### src/rtl/mips_cpu_pkg.sv
`default_nettype none
// ============================================================================
// mips_cpu_pkg: shared encodings and instruction classifier for the sequencer
// rev 1.0
// ============================================================================
package mips_cpu_pkg;

  typedef enum logic [2:0] {
    FETCH  = 3'd0,
    DECODE = 3'd1,
    EXEC1  = 3'd2,
    EXEC2  = 3'd3,
    EXEC3  = 3'd4,
    HALT   = 3'd5
  } state_t;

  typedef enum logic [3:0] {
    IC_ILLEGAL, IC_RALU, IC_ALUI, IC_BEQ, IC_BRANCH, IC_BRLINK, IC_J, IC_JAL,
    IC_JR, IC_JALR, IC_LOAD, IC_STORE, IC_MULDIV, IC_MFHILO, IC_MTHILO
  } iclass_t;

  localparam logic [5:0] c_op_special = 6'h00;
  localparam logic [5:0] c_op_regimm  = 6'h01;
  localparam logic [5:0] c_op_j       = 6'h02;
  localparam logic [5:0] c_op_jal     = 6'h03;
  localparam logic [5:0] c_op_beq     = 6'h04;
  localparam logic [5:0] c_op_addiu   = 6'h09;
  localparam logic [5:0] c_op_andi    = 6'h0C;
  localparam logic [5:0] c_op_ori     = 6'h0D;
  localparam logic [5:0] c_op_xori    = 6'h0E;
  localparam logic [5:0] c_op_lb      = 6'h20;
  localparam logic [5:0] c_op_lh      = 6'h21;
  localparam logic [5:0] c_op_lw      = 6'h23;
  localparam logic [5:0] c_op_lbu     = 6'h24;
  localparam logic [5:0] c_op_lhu     = 6'h25;
  localparam logic [5:0] c_op_sb      = 6'h28;
  localparam logic [5:0] c_op_sh      = 6'h29;
  localparam logic [5:0] c_op_sw      = 6'h2B;

  localparam logic [5:0] c_fn_sll   = 6'h00;
  localparam logic [5:0] c_fn_srl   = 6'h02;
  localparam logic [5:0] c_fn_sra   = 6'h03;
  localparam logic [5:0] c_fn_sllv  = 6'h04;
  localparam logic [5:0] c_fn_srlv  = 6'h06;
  localparam logic [5:0] c_fn_srav  = 6'h07;
  localparam logic [5:0] c_fn_jr    = 6'h08;
  localparam logic [5:0] c_fn_jalr  = 6'h09;
  localparam logic [5:0] c_fn_mfhi  = 6'h10;
  localparam logic [5:0] c_fn_mthi  = 6'h11;
  localparam logic [5:0] c_fn_mflo  = 6'h12;
  localparam logic [5:0] c_fn_mtlo  = 6'h13;
  localparam logic [5:0] c_fn_mult  = 6'h18;
  localparam logic [5:0] c_fn_multu = 6'h19;
  localparam logic [5:0] c_fn_div   = 6'h1A;
  localparam logic [5:0] c_fn_divu  = 6'h1B;
  localparam logic [5:0] c_fn_addu  = 6'h21;
  localparam logic [5:0] c_fn_subu  = 6'h23;
  localparam logic [5:0] c_fn_and   = 6'h24;
  localparam logic [5:0] c_fn_or    = 6'h25;
  localparam logic [5:0] c_fn_xor   = 6'h26;
  localparam logic [5:0] c_fn_nor   = 6'h27;
  localparam logic [5:0] c_fn_slt   = 6'h2A;
  localparam logic [5:0] c_fn_sltu  = 6'h2B;

  localparam logic [4:0] c_rt_bltz   = 5'h00;
  localparam logic [4:0] c_rt_bgez   = 5'h01;
  localparam logic [4:0] c_rt_bltzal = 5'h10;
  localparam logic [4:0] c_rt_bgezal = 5'h11;

  // ALU_FUNCT hands fncode decoding (R-type and mul/div ops) to the datapath
  localparam logic [3:0] c_alu_add   = 4'd0;
  localparam logic [3:0] c_alu_sub   = 4'd1;
  localparam logic [3:0] c_alu_funct = 4'd2;
  localparam logic [3:0] c_alu_and   = 4'd3;
  localparam logic [3:0] c_alu_or    = 4'd4;
  localparam logic [3:0] c_alu_xor   = 4'd5;
  localparam logic [3:0] c_alu_ltz   = 4'd6;
  localparam logic [3:0] c_alu_gez   = 4'd7;
  localparam logic [3:0] c_alu_link  = 4'd8;
  localparam logic [3:0] c_alu_ldb   = 4'd9;
  localparam logic [3:0] c_alu_ldbu  = 4'd10;
  localparam logic [3:0] c_alu_ldh   = 4'd11;
  localparam logic [3:0] c_alu_ldhu  = 4'd12;
  localparam logic [3:0] c_alu_ldw   = 4'd13;

  localparam logic [1:0] c_pcs_alu    = 2'd0;
  localparam logic [1:0] c_pcs_aluout = 2'd1;
  localparam logic [1:0] c_pcs_jump   = 2'd2;
  localparam logic [1:0] c_pcs_reg    = 2'd3;

  localparam logic [2:0] c_srcb_reg   = 3'd0;
  localparam logic [2:0] c_srcb_four  = 3'd1;
  localparam logic [2:0] c_srcb_imm   = 3'd2;
  localparam logic [2:0] c_srcb_immsh = 3'd3;
  localparam logic [2:0] c_srcb_immz  = 3'd4;

  localparam logic [1:0] c_dst_rt = 2'd0;
  localparam logic [1:0] c_dst_rd = 2'd1;
  localparam logic [1:0] c_dst_ra = 2'd2;

  // Access size codes equal opcode[1:0] of the load/store encodings
  localparam logic [1:0] c_sz_byte = 2'd0;
  localparam logic [1:0] c_sz_half = 2'd1;
  localparam logic [1:0] c_sz_word = 2'd3;

  function automatic iclass_t classify(input logic [5:0] op, input logic [5:0] fn,
                                       input logic [4:0] rt, input logic en_sub,
                                       input logic en_md);
    iclass_t cls;
    cls = IC_ILLEGAL;
    case (op)
      c_op_special: begin
        case (fn)
          c_fn_sll, c_fn_srl, c_fn_sra, c_fn_sllv, c_fn_srlv, c_fn_srav,
          c_fn_addu, c_fn_subu, c_fn_and, c_fn_or, c_fn_xor, c_fn_nor,
          c_fn_slt, c_fn_sltu:                       cls = IC_RALU;
          c_fn_jr:                                   cls = IC_JR;
          c_fn_jalr:                                 cls = IC_JALR;
          c_fn_mult, c_fn_multu, c_fn_div, c_fn_divu: cls = en_md ? IC_MULDIV : IC_ILLEGAL;
          c_fn_mfhi, c_fn_mflo:                      cls = en_md ? IC_MFHILO : IC_ILLEGAL;
          c_fn_mthi, c_fn_mtlo:                      cls = en_md ? IC_MTHILO : IC_ILLEGAL;
          default:                                   cls = IC_ILLEGAL;
        endcase
      end
      c_op_regimm: begin
        case (rt)
          c_rt_bltz, c_rt_bgez:     cls = IC_BRANCH;
          c_rt_bltzal, c_rt_bgezal: cls = IC_BRLINK;
          default:                  cls = IC_ILLEGAL;
        endcase
      end
      c_op_j:                                      cls = IC_J;
      c_op_jal:                                    cls = IC_JAL;
      c_op_beq:                                    cls = IC_BEQ;
      c_op_addiu, c_op_andi, c_op_ori, c_op_xori:  cls = IC_ALUI;
      c_op_lw:                                     cls = IC_LOAD;
      c_op_lb, c_op_lbu, c_op_lh, c_op_lhu:        cls = en_sub ? IC_LOAD : IC_ILLEGAL;
      c_op_sw:                                     cls = IC_STORE;
      c_op_sb, c_op_sh:                            cls = en_sub ? IC_STORE : IC_ILLEGAL;
      default:                                     cls = IC_ILLEGAL;
    endcase
    return cls;
  endfunction

endpackage
`default_nettype wire

### src/rtl/mips_cpu_bytelane.sv
`default_nettype none
// ============================================================================
// mips_cpu_bytelane: byte enables, alignment check and load extension select
// rev 1.0
// ============================================================================
module mips_cpu_bytelane
  import mips_cpu_pkg::*;
(
  input  logic [1:0] size,
  input  logic [1:0] addr_lo,
  input  logic       is_signed,
  output logic [3:0] byteenable,
  output logic       misaligned,
  output logic [3:0] ld_ext
);

  always_comb begin
    byteenable = 4'b1111;
    misaligned = 1'b0;
    ld_ext     = c_alu_ldw;
    case (size)
      c_sz_byte: begin
        byteenable = 4'b0001 << addr_lo;
        ld_ext     = is_signed ? c_alu_ldb : c_alu_ldbu;
      end
      c_sz_half: begin
        byteenable = 4'b0011 << addr_lo;
        misaligned = addr_lo[0];
        ld_ext     = is_signed ? c_alu_ldh : c_alu_ldhu;
      end
      default: misaligned = (addr_lo != 2'b00);
    endcase
  end

endmodule
`default_nettype wire

### src/rtl/mips_cpu_sequencer.sv
`default_nettype none
// ============================================================================
// mips_cpu_sequencer: multicycle instruction-cycle FSM and datapath strobes
// rev 1.0
// ============================================================================
module mips_cpu_sequencer
  import mips_cpu_pkg::*;
#(
  parameter logic ENABLE_SUBWORD = 1'b1,
  parameter logic ENABLE_MULDIV  = 1'b1,
  parameter int   BE_WIDTH       = 4
) (
  input  logic                clk,
  input  logic                reset,
  input  logic [5:0]          opcode,
  input  logic [5:0]          fncode,
  input  logic [4:0]          regimm,
  input  logic                waitrequest,
  input  logic [1:0]          addr_lo,
  input  logic                muldiv_busy,
  input  logic                target_zero,
  output logic [2:0]          state,
  output logic                active,
  output logic [1:0]          regdst,
  output logic                regwrite,
  output logic                iord,
  output logic                irwrite,
  output logic                pcwrite,
  output logic [1:0]          pcsource,
  output logic                pcwritecond,
  output logic                jump,
  output logic                memread,
  output logic                memwrite,
  output logic [BE_WIDTH-1:0] byteenable,
  output logic                memtoreg,
  output logic [3:0]          aluop,
  output logic                alusrca,
  output logic [2:0]          alusrcb,
  output logic                muldivwrite,
  output logic                illegal,
  output logic                misaligned
);

  if (BE_WIDTH != 4) begin : g_be_width_check
    $error("mips_cpu_sequencer: BE_WIDTH must be 4");
  end

  state_t     state_q, state_d;
  iclass_t    w_iclass;
  logic [3:0] w_lane_be;
  logic       w_lane_mis;
  logic [3:0] w_lane_ext;
  logic [3:0] w_be;

  assign w_iclass   = classify(opcode, fncode, regimm, ENABLE_SUBWORD, ENABLE_MULDIV);
  assign state      = state_q;
  assign active     = (state_q != HALT);
  assign byteenable = w_be;

  mips_cpu_bytelane u_bytelane (
    .size       (opcode[1:0]),
    .addr_lo    (addr_lo),
    .is_signed  (~opcode[2]),
    .byteenable (w_lane_be),
    .misaligned (w_lane_mis),
    .ld_ext     (w_lane_ext)
  );

  always_ff @(posedge clk) begin
    if (reset) state_q <= FETCH;
    else       state_q <= state_d;
  end

  always_comb begin
    state_d     = state_q;
    regdst      = c_dst_rt;
    regwrite    = 1'b0;
    iord        = 1'b0;
    irwrite     = 1'b0;
    pcwrite     = 1'b0;
    pcsource    = c_pcs_alu;
    pcwritecond = 1'b0;
    jump        = 1'b0;
    memread     = 1'b0;
    memwrite    = 1'b0;
    w_be        = 4'b0000;
    memtoreg    = 1'b0;
    aluop       = c_alu_add;
    alusrca     = 1'b0;
    alusrcb     = c_srcb_reg;
    muldivwrite = 1'b0;
    illegal     = 1'b0;
    misaligned  = 1'b0;

    case (state_q)
      FETCH: begin
        memread = 1'b1;
        alusrcb = c_srcb_four;
        w_be    = 4'b1111;
        irwrite = ~waitrequest;
        pcwrite = ~waitrequest;
        if (!waitrequest) state_d = DECODE;
      end
      DECODE: begin
        alusrcb = c_srcb_immsh;
        if (w_iclass == IC_ILLEGAL) begin
          illegal = 1'b1;
          state_d = FETCH;
        end else begin
          state_d = EXEC1;
        end
      end
      EXEC1: begin
        state_d = FETCH;
        case (w_iclass)
          IC_RALU: begin
            alusrca  = 1'b1;
            aluop    = c_alu_funct;
            regdst   = c_dst_rd;
            regwrite = 1'b1;
          end
          IC_ALUI: begin
            alusrca  = 1'b1;
            alusrcb  = c_srcb_immz;
            regwrite = 1'b1;
            case (opcode)
              c_op_andi: aluop = c_alu_and;
              c_op_ori:  aluop = c_alu_or;
              c_op_xori: aluop = c_alu_xor;
              default: begin
                aluop   = c_alu_add;
                alusrcb = c_srcb_imm;
              end
            endcase
          end
          IC_BEQ, IC_BRANCH, IC_BRLINK: begin
            alusrca     = 1'b1;
            pcwritecond = 1'b1;
            pcsource    = c_pcs_aluout;
            if (w_iclass == IC_BEQ) aluop = c_alu_sub;
            else                    aluop = regimm[0] ? c_alu_gez : c_alu_ltz;
            if (w_iclass == IC_BRLINK) state_d = EXEC2;
          end
          IC_J, IC_JAL, IC_JR, IC_JALR: begin
            jump     = 1'b1;
            pcwrite  = 1'b1;
            alusrca  = 1'b1;
            pcsource = (w_iclass == IC_JR || w_iclass == IC_JALR) ? c_pcs_reg : c_pcs_jump;
            // A jump to address 0 is the program's exit; the link write is skipped
            if (target_zero)                                   state_d = HALT;
            else if (w_iclass == IC_JAL || w_iclass == IC_JALR) state_d = EXEC2;
          end
          IC_LOAD, IC_STORE: begin
            alusrca = 1'b1;
            alusrcb = c_srcb_imm;
            iord    = 1'b1;
            if (w_lane_mis) begin
              misaligned = 1'b1;
            end else begin
              w_be     = w_lane_be;
              memread  = (w_iclass == IC_LOAD);
              memwrite = (w_iclass == IC_STORE);
              if (waitrequest)                state_d = EXEC1;
              else if (w_iclass == IC_LOAD)   state_d = EXEC2;
            end
          end
          IC_MULDIV: begin
            alusrca     = 1'b1;
            aluop       = c_alu_funct;
            muldivwrite = 1'b1;
            state_d     = EXEC2;
          end
          IC_MTHILO: begin
            alusrca = 1'b1;
            aluop   = c_alu_funct;
            if (muldiv_busy) state_d = EXEC1;
            else             muldivwrite = 1'b1;
          end
          IC_MFHILO: begin
            aluop  = c_alu_funct;
            regdst = c_dst_rd;
            if (muldiv_busy) state_d = EXEC1;
            else             regwrite = 1'b1;
          end
          default: state_d = FETCH;
        endcase
      end
      EXEC2: begin
        state_d = FETCH;
        case (w_iclass)
          IC_LOAD: begin
            regwrite = 1'b1;
            memtoreg = 1'b1;
            aluop    = w_lane_ext;
          end
          IC_MULDIV: if (muldiv_busy) state_d = EXEC2;
          IC_JAL, IC_JALR, IC_BRLINK: begin
            regwrite = 1'b1;
            aluop    = c_alu_link;
            regdst   = (w_iclass == IC_JALR) ? c_dst_rd : c_dst_ra;
          end
          default: state_d = FETCH;
        endcase
      end
      EXEC3:   state_d = FETCH;
      HALT:    state_d = HALT;
      default: state_d = FETCH;
    endcase

    if (reset) begin
      regwrite    = 1'b0;
      irwrite     = 1'b0;
      pcwrite     = 1'b0;
      pcwritecond = 1'b0;
      memread     = 1'b0;
      memwrite    = 1'b0;
      muldivwrite = 1'b0;
      w_be        = 4'b0000;
      illegal     = 1'b0;
      misaligned  = 1'b0;
    end
  end

endmodule
`default_nettype wire

### config.mk
export PLATFORM = sky130hd
export DESIGN_NAME = mips_cpu_sequencer
export DESIGN_NICKNAME = d
export VERILOG_FILES = /design/src/rtl/mips_cpu_pkg.sv /design/src/rtl/mips_cpu_bytelane.sv /design/src/rtl/mips_cpu_sequencer.sv
export SDC_FILE = /design/constraint.sdc
export NUM_CORES = 1
export LEC_CHECK = 0
export ABC_CLOCK_PERIOD_IN_PS = 1800
export BUFFER_PORTS_ARGS = -buffer_cell sky130_fd_sc_hd__buf_2
export CAP_MARGIN = 30
export CORE_ASPECT_RATIO = 0.8
export CORE_UTILIZATION = 43
export DETAILED_ROUTE_END_ITERATION = 16
export PLACE_DENSITY = 0.82
export SLEW_MARGIN = 25
export SYNTH_ARGS = -nofsm -noshare
export SYNTH_HDL_FRONTEND = slang
export SYNTH_SLANG_ARGS = --single-unit
### constraint.sdc
create_clock -name clk -period 1.8 [get_ports clk]
set_input_delay 0.09 -clock clk [delete_from_list [all_inputs] [get_ports clk]]
set_output_delay 0.09 -clock clk [all_outputs]
set_load 0.005 [all_outputs]
; Word level (Yosys, flattened, before mapping)
; Memories as Yosys holds them, arrays and structs flattened.
; Index checks and enable logic that the tools add are counted.
[totals]
regBits = 3
romBits = 256
wordCells = 147
n_memories = 1
[classes]
n_eq_ne = 40
shift = 2
mux = 78
bitwise = 1
n_reduce_logical = 24
[memory_table]
columns = name, depth, width, rd, rd_ports_with_merged_regs, write_ports, line
row1 = (name not given), 64, 4, 1, 0, 0, mips_cpu_pkg.sv:113  ; case (fn)
[op_table]
columns = op, count
row1 = equality test 6 bit (second input constant), 8
row2 = one-hot mux 4 bit (2 select lines), 5
row3 = two-way mux 1 bit, 36
row4 = one-hot mux 4 bit (8 select lines), 1
row5 = one-hot mux 3 bit (5 select lines), 2
row6 = equality test 4 bit (second input constant), 7
row7 = one-hot mux 3 bit (3 select lines), 3
row8 = two-way mux 2 bit, 13
row9 = equality test 6 x 4 -> 1 bit (second input constant), 4
row10 = equality test 4 x 3 -> 1 bit (second input constant), 4
row11 = OR reduction 4 bit, 4
row12 = two-way mux 3 bit, 5
row13 = OR reduction 13 bit, 1
row14 = equality test 6 x 2 -> 1 bit (second input constant), 2
row15 = two-way mux 4 bit, 3
row16 = one-hot mux 1 bit (2 select lines), 6
row17 = one-hot mux 3 bit (2 select lines), 2
row18 = OR reduction 2 bit, 6
row19 = OR reduction 3 bit, 4
row20 = equality test 5 bit (second input constant), 2
row21 = equality test 4 x 2 -> 1 bit (second input constant), 2
row22 = one-hot mux 2 bit (2 select lines), 2
row23 = equality test 3 x 2 -> 1 bit (second input constant), 2
row24 = equality test 6 x 1 -> 1 bit (second input constant), 1
row25 = 19 further kinds, 20

; Longest topological paths before layout
[depth]
depth_word = 10
ltp_mapped = 9
mapped_depth_nobuf = 7

; By module
; Synthesis repeated with hierarchy kept, for this count alone.
[unflattened]
cells_unflattened = 194
hier_area_um2 = 1179.9
[modules_own_cells]
columns = mod, n_inst, cells_per_inst, area_per_inst_um2, seq_area_each_um2
row1 = mips_cpu_sequencer, 1, 176, 1083.5, 60.1
row2 = mips_cpu_bytelane, 1, 18, 96.3, 0.0

; Worst setup path before layout
; Ideal clock, no wire load.
[synth_timing]
path_kind = input port to flip-flop
start = in opcode[2]
end = reg state_q[1], in the netlist state[1]
setup_ns = 0.132
arrival_ns = 1.768
slack_ns = -0.100
cell_stages = 7
path_buffers = 1
path_cell_list = buf_2 > or4_1 > o2bb2ai_2 > and4b_1 > or3_1 > a211oi_1 > o32ai_1
[synth_between]
elab_chain_cells = 9
word_cells_on_any_way = 49
cone_classes = 28 x eq/ne / 11 x mux / 10 x reduce/logical
[synth_rtl]
columns = item, line
row1 = start: declaration, mips_cpu_sequencer.sv:15  ; input logic [5:0] opcode,
row2 = equality test 6 bit / equality test 6 x 4 -> 1 bit (equally long branches), mips_cpu_pkg.sv:111  ; case (op)
row3 = OR reduction 5 bit (no source line) (tied with other cells), -
row4 = one-hot mux 4 bit (8 select lines) (*), mips_cpu_pkg.sv:111
row5 = equality test 4 bit (tied with other cells), "mips_cpu_sequencer.sv:115, mips_cpu_sequencer.sv:164"
row6 = two-way mux 2 bit / logical OR 1 bit (equally long branches), "mips_cpu_sequencer.sv:164, mips_cpu_sequencer.sv:151"
row7 = two-way mux 2 bit (on tied branches), "mips_cpu_sequencer.sv:163, mips_cpu_sequencer.sv:151"
row8 = two-way mux 2 bit / two-way mux 3 bit (equally long branches), "mips_cpu_sequencer.sv:157, mips_cpu_sequencer.sv:150"
row9 = one-hot mux 3 bit (5 select lines), mips_cpu_sequencer.sv:115  ; case (w_iclass)
row10 = one-hot mux 3 bit (5 select lines) (*), mips_cpu_sequencer.sv:95  ; case (state_q)
row11 = end signal: assignment, mips_cpu_sequencer.sv:71  ; else state_q <= state_d;
row12 = end: declaration, mips_cpu_sequencer.sv:48  ; state_t state_q, state_d;
; Mark *: on every way between the ends. The rest lies on a longest branch, timed or not.
; A chain may end at the register's enable or synchronous reset.

; Worst setup path in the final report
[layout_timing]
start = in opcode[3]
end = out muldivwrite
[layout_between]
elab_chain_cells = 7
word_cells_on_any_way = 26
cone_classes = 18 x eq/ne / 4 x mux / 4 x reduce/logical
[layout_rtl]
columns = item, line
row1 = equality test 6 bit / equality test 6 x 4 -> 1 bit (equally long branches), mips_cpu_pkg.sv:111
row2 = OR reduction 5 bit (no source line) (tied with other cells), -
row3 = one-hot mux 4 bit (8 select lines) (*), mips_cpu_pkg.sv:111
row4 = equality test 4 bit, mips_cpu_sequencer.sv:115
row5 = one-hot mux 1 bit (2 select lines) (*), mips_cpu_sequencer.sv:115
row6 = two-way mux 1 bit (*), mips_cpu_sequencer.sv:95
row7 = two-way mux 1 bit (*), mips_cpu_sequencer.sv:210  ; if (reset) begin
row8 = end: declaration, mips_cpu_sequencer.sv:39  ; output logic muldivwrite,
; Marked as above.

==> summary.txt <==
Setup path
  • Worst endpoint required time: 1710 ps
  • Max incr delay on CP: 380 ps
  • Worst Path Max Fanout: 5
  • Reg2reg setup slack: 330 ps
  • Critical path, cell by cell: buf_8 -> nor4_4 -> buf_4 -> nand4_1 -> o221ai_2 -> nand2b_4 -> buf_6 -> nor2_4 -> nor2_1 -> nor2_1 -> buf_2
  • Crit path arrival time: 1990 ps
  • Cell mode on critical path: nor2_1
  • Crit. End Element: output port
  • Largest delay share family, worst path: simple AND/OR/NAND/NOR gates
  • Startpoint Class: primary input
  • Crit Path Category: in2out
  • CP Buf/Inv Count: 4
  • Critical path's slowest cell: nor4_4

Flow run
  • Maxcap violations: 0

Layout
  • Flip-flop count of the largest register after layout: 3
  • Fillers: 118
  • Nets: 329
  • Layout area overhead: 88.1%
  • Antenna fix cells: 0
  • Layout cell share with drive strength beyond 1: 57.9%
  • Final Core Density: 89.6%

Synthesis
  • Mapped cell area: 1220 um^2
  • Post-synth EDFFs: 0
  • Area leader, netlist: a21oi_1
  • Async set or reset register ratio after synthesis: 0%
  • Yosys warning count: 0
  • Post-synthesis area per instance: 6.29 um^2
  • Syn nets: 218
  • Post-synth top cells: nor2_1, a21oi_1, nand2_1
  • Synth top area cells: a21oi_1, nor2_1, dfxtp_1, nand2_1, nand2b_1
  • Post-synthesis sequential area ratio: 4.92%
  • Yosys top cell area share: 9.43%
  • Post-synthesis cell type count: 59
  • Mapped Cells: 194
  • Most common cell in the netlist: nor2_1
  • #FFs+latches synth: 3
  • Dominant synthesized flop cell: dfxtp_1

Global route
  • Initial antenna violation count: 0
  • Vias in the first global route: 1765
  • Tot GR Track Use: 36.3%
  • Remaining Overflow, GRT: 0
  • Met2 Track Usage GR: 56.3%
  • Global-route wire length before repair: 8370 um
  • Met1 usage: 48.3%
  • Largest net degree at the start of global routing: 15
  • Met3 usage: 6.82%
  • Gr busiest metal: met2

Power
  • Comb pwr share: 68.6%
  • Leakage: 1.08 nW
  • Pwr dens: 300 nW/um^2
  • Seq pwr share: 11.3%
  • Clock network power share: 20.1%
  • Int Pwr: 0.372 mW
  • Net Switching: 0.318 mW
  • Power consumption: 0.690 mW
  • Sw frac: 46.1%
  • IR drop worst, VDD: 0.000263 V

STA
  • Final setup fails: 14
  • Clk_skew: 2.56 ps
  • Final setup margin: -279 ps
  • Fmax: 481 MHz
  • Final hold vios: 0
  • Worst slew margin: 77.2%
  • Slew at the pin closest to its max-slew limit: 340 ps
  • Fin crit period: 2080 ps
  • Max-slew violation count: 0
  • RSZ-0062 raised after global routing: true
  • Hold Worst Slack: 232 ps
  • Tcrit/Tclk final: 116%

Hold path
  • Worst Hold Class: in2reg

Clocking
  • Worst skew pair latency: 260 ps
  • Clock sink count: 3
  • TritonCTS clock tree: yes
  • Reg clk slew, reported paths: 40 ps
  • CTS Buf Count: 3
  • H-tree Lvls: 1
  • Root Driver: clkbuf_4
  • CTS Buffer Depth: 2

Floorplan
  • Io pins: 56
  • Core area: 2560 um^2
  • DIE WIDTH: 61.6 um
  • Die area: 3060 um^2
  • Initial Utilization: 47.7%
  • Die height: 49.7 um
  • # rows: 16

Routing
  • Per-cell routed wire length: 21.9 um
  • Initial drt markers: 455
  • DRC: 0
  • DR vias: 2339
  • 1st-pass router iterations: 7
  • Routed WL: 7450 um
  • Vias per cell: 6.88
  • Post-route ant nets: 0

Placement
  • Port Buf Inserts: 55
  • Pre-CTS WS: -283 ps
  • DP HPWL: 3490 um
  • RePlAce Congestion: 0.908

Run status
  • Outcome: finished, violations left
  • Failing checks: negative setup slack
## timing repair
action / 4_1_cts / 5_1_grt
setup buffers: 8 / 8
resized for setup: 35 / 41
hold endpoints to repair: 0 / 0
hold buffers: 0 / 0
pin swaps: 11 / 19
endpoints found under the setup margin: 16 / 20
## area by class of cell
cell class              count  area [um^2]  area share, %
well taps                  36         45.0           1.96
repair buffers            122          846           36.8
clock buffers               4         26.3           1.14
flip-flops and latches      3         61.3           2.67
multi-input cells         166         1280           55.9
inverters                   9         33.8           1.47
## worst min-delay path: stages
cell,delay [ps]
buf_2,130
a21oi_1,80
nor2_1,140
## placed cells by master (no fill, tap or decap), types with 4 or more instances in the layout
master	instances
a21oi_1	19
a31oi_1	4
buf_2	49
buf_4	61
buf_6	8
clkbuf_4	4
inv_1	7
nand2_1	15
nand2b_1	6
nor2_1	23
nor2_4	4
nor2b_1	4
o21ai_0	4
or2_4	4
## power by group through the flow
stage	registers, mW	logic [mW]	clock network, mW
CTS	0.0751	0.370	0.135
detailed placement	0.0759	0.337	0
floorplan	0.0750	0.182	0
global placement	0.0760	0.333	0
global route	0.0776	0.497	0.150
finish	0.0779	0.473	0.139
## kinds of logic after synthesis
logic type,after synthesis,synth area share [%]
AOI/OAI and AO/OA,64,37.2
xor gates and xnor gates,3,2.15
buffers and inverters,25,10.1
DFF,3,4.92
muxes,3,2.46
and+or+nand+nor,96,43.1
## layer usage
layer	vias to the layer above	wire (um)
li1	926	-
met1	1043	2660
met2	268	3060
met3	102	1070
met4	0	663
met5	-	0
## final timing paths
kind                 end   startpoint  cells past startpoint
max          muldivwrite    opcode[3]                     11
min             state[2]  target_zero                      3
max reg2reg     state[1]     state[2]                      4
min reg2reg     state[1]     state[2]                      2
## stage by stage
stage | std cells | setup TNS [ps] | instance area, um^2
6_report | 340 | -1910 | 2300
2_1_floorplan | 194 | -73.1 | 1230
3_3_place_gp | 320 | -2370 | 1840
3_5_place_dp | 320 | -2560 | 1840
4_1_cts | 332 | -516 | 2060
5_1_grt | 340 | -2700 | 2300
Note: power is estimated with default switching activity, not from simulation.
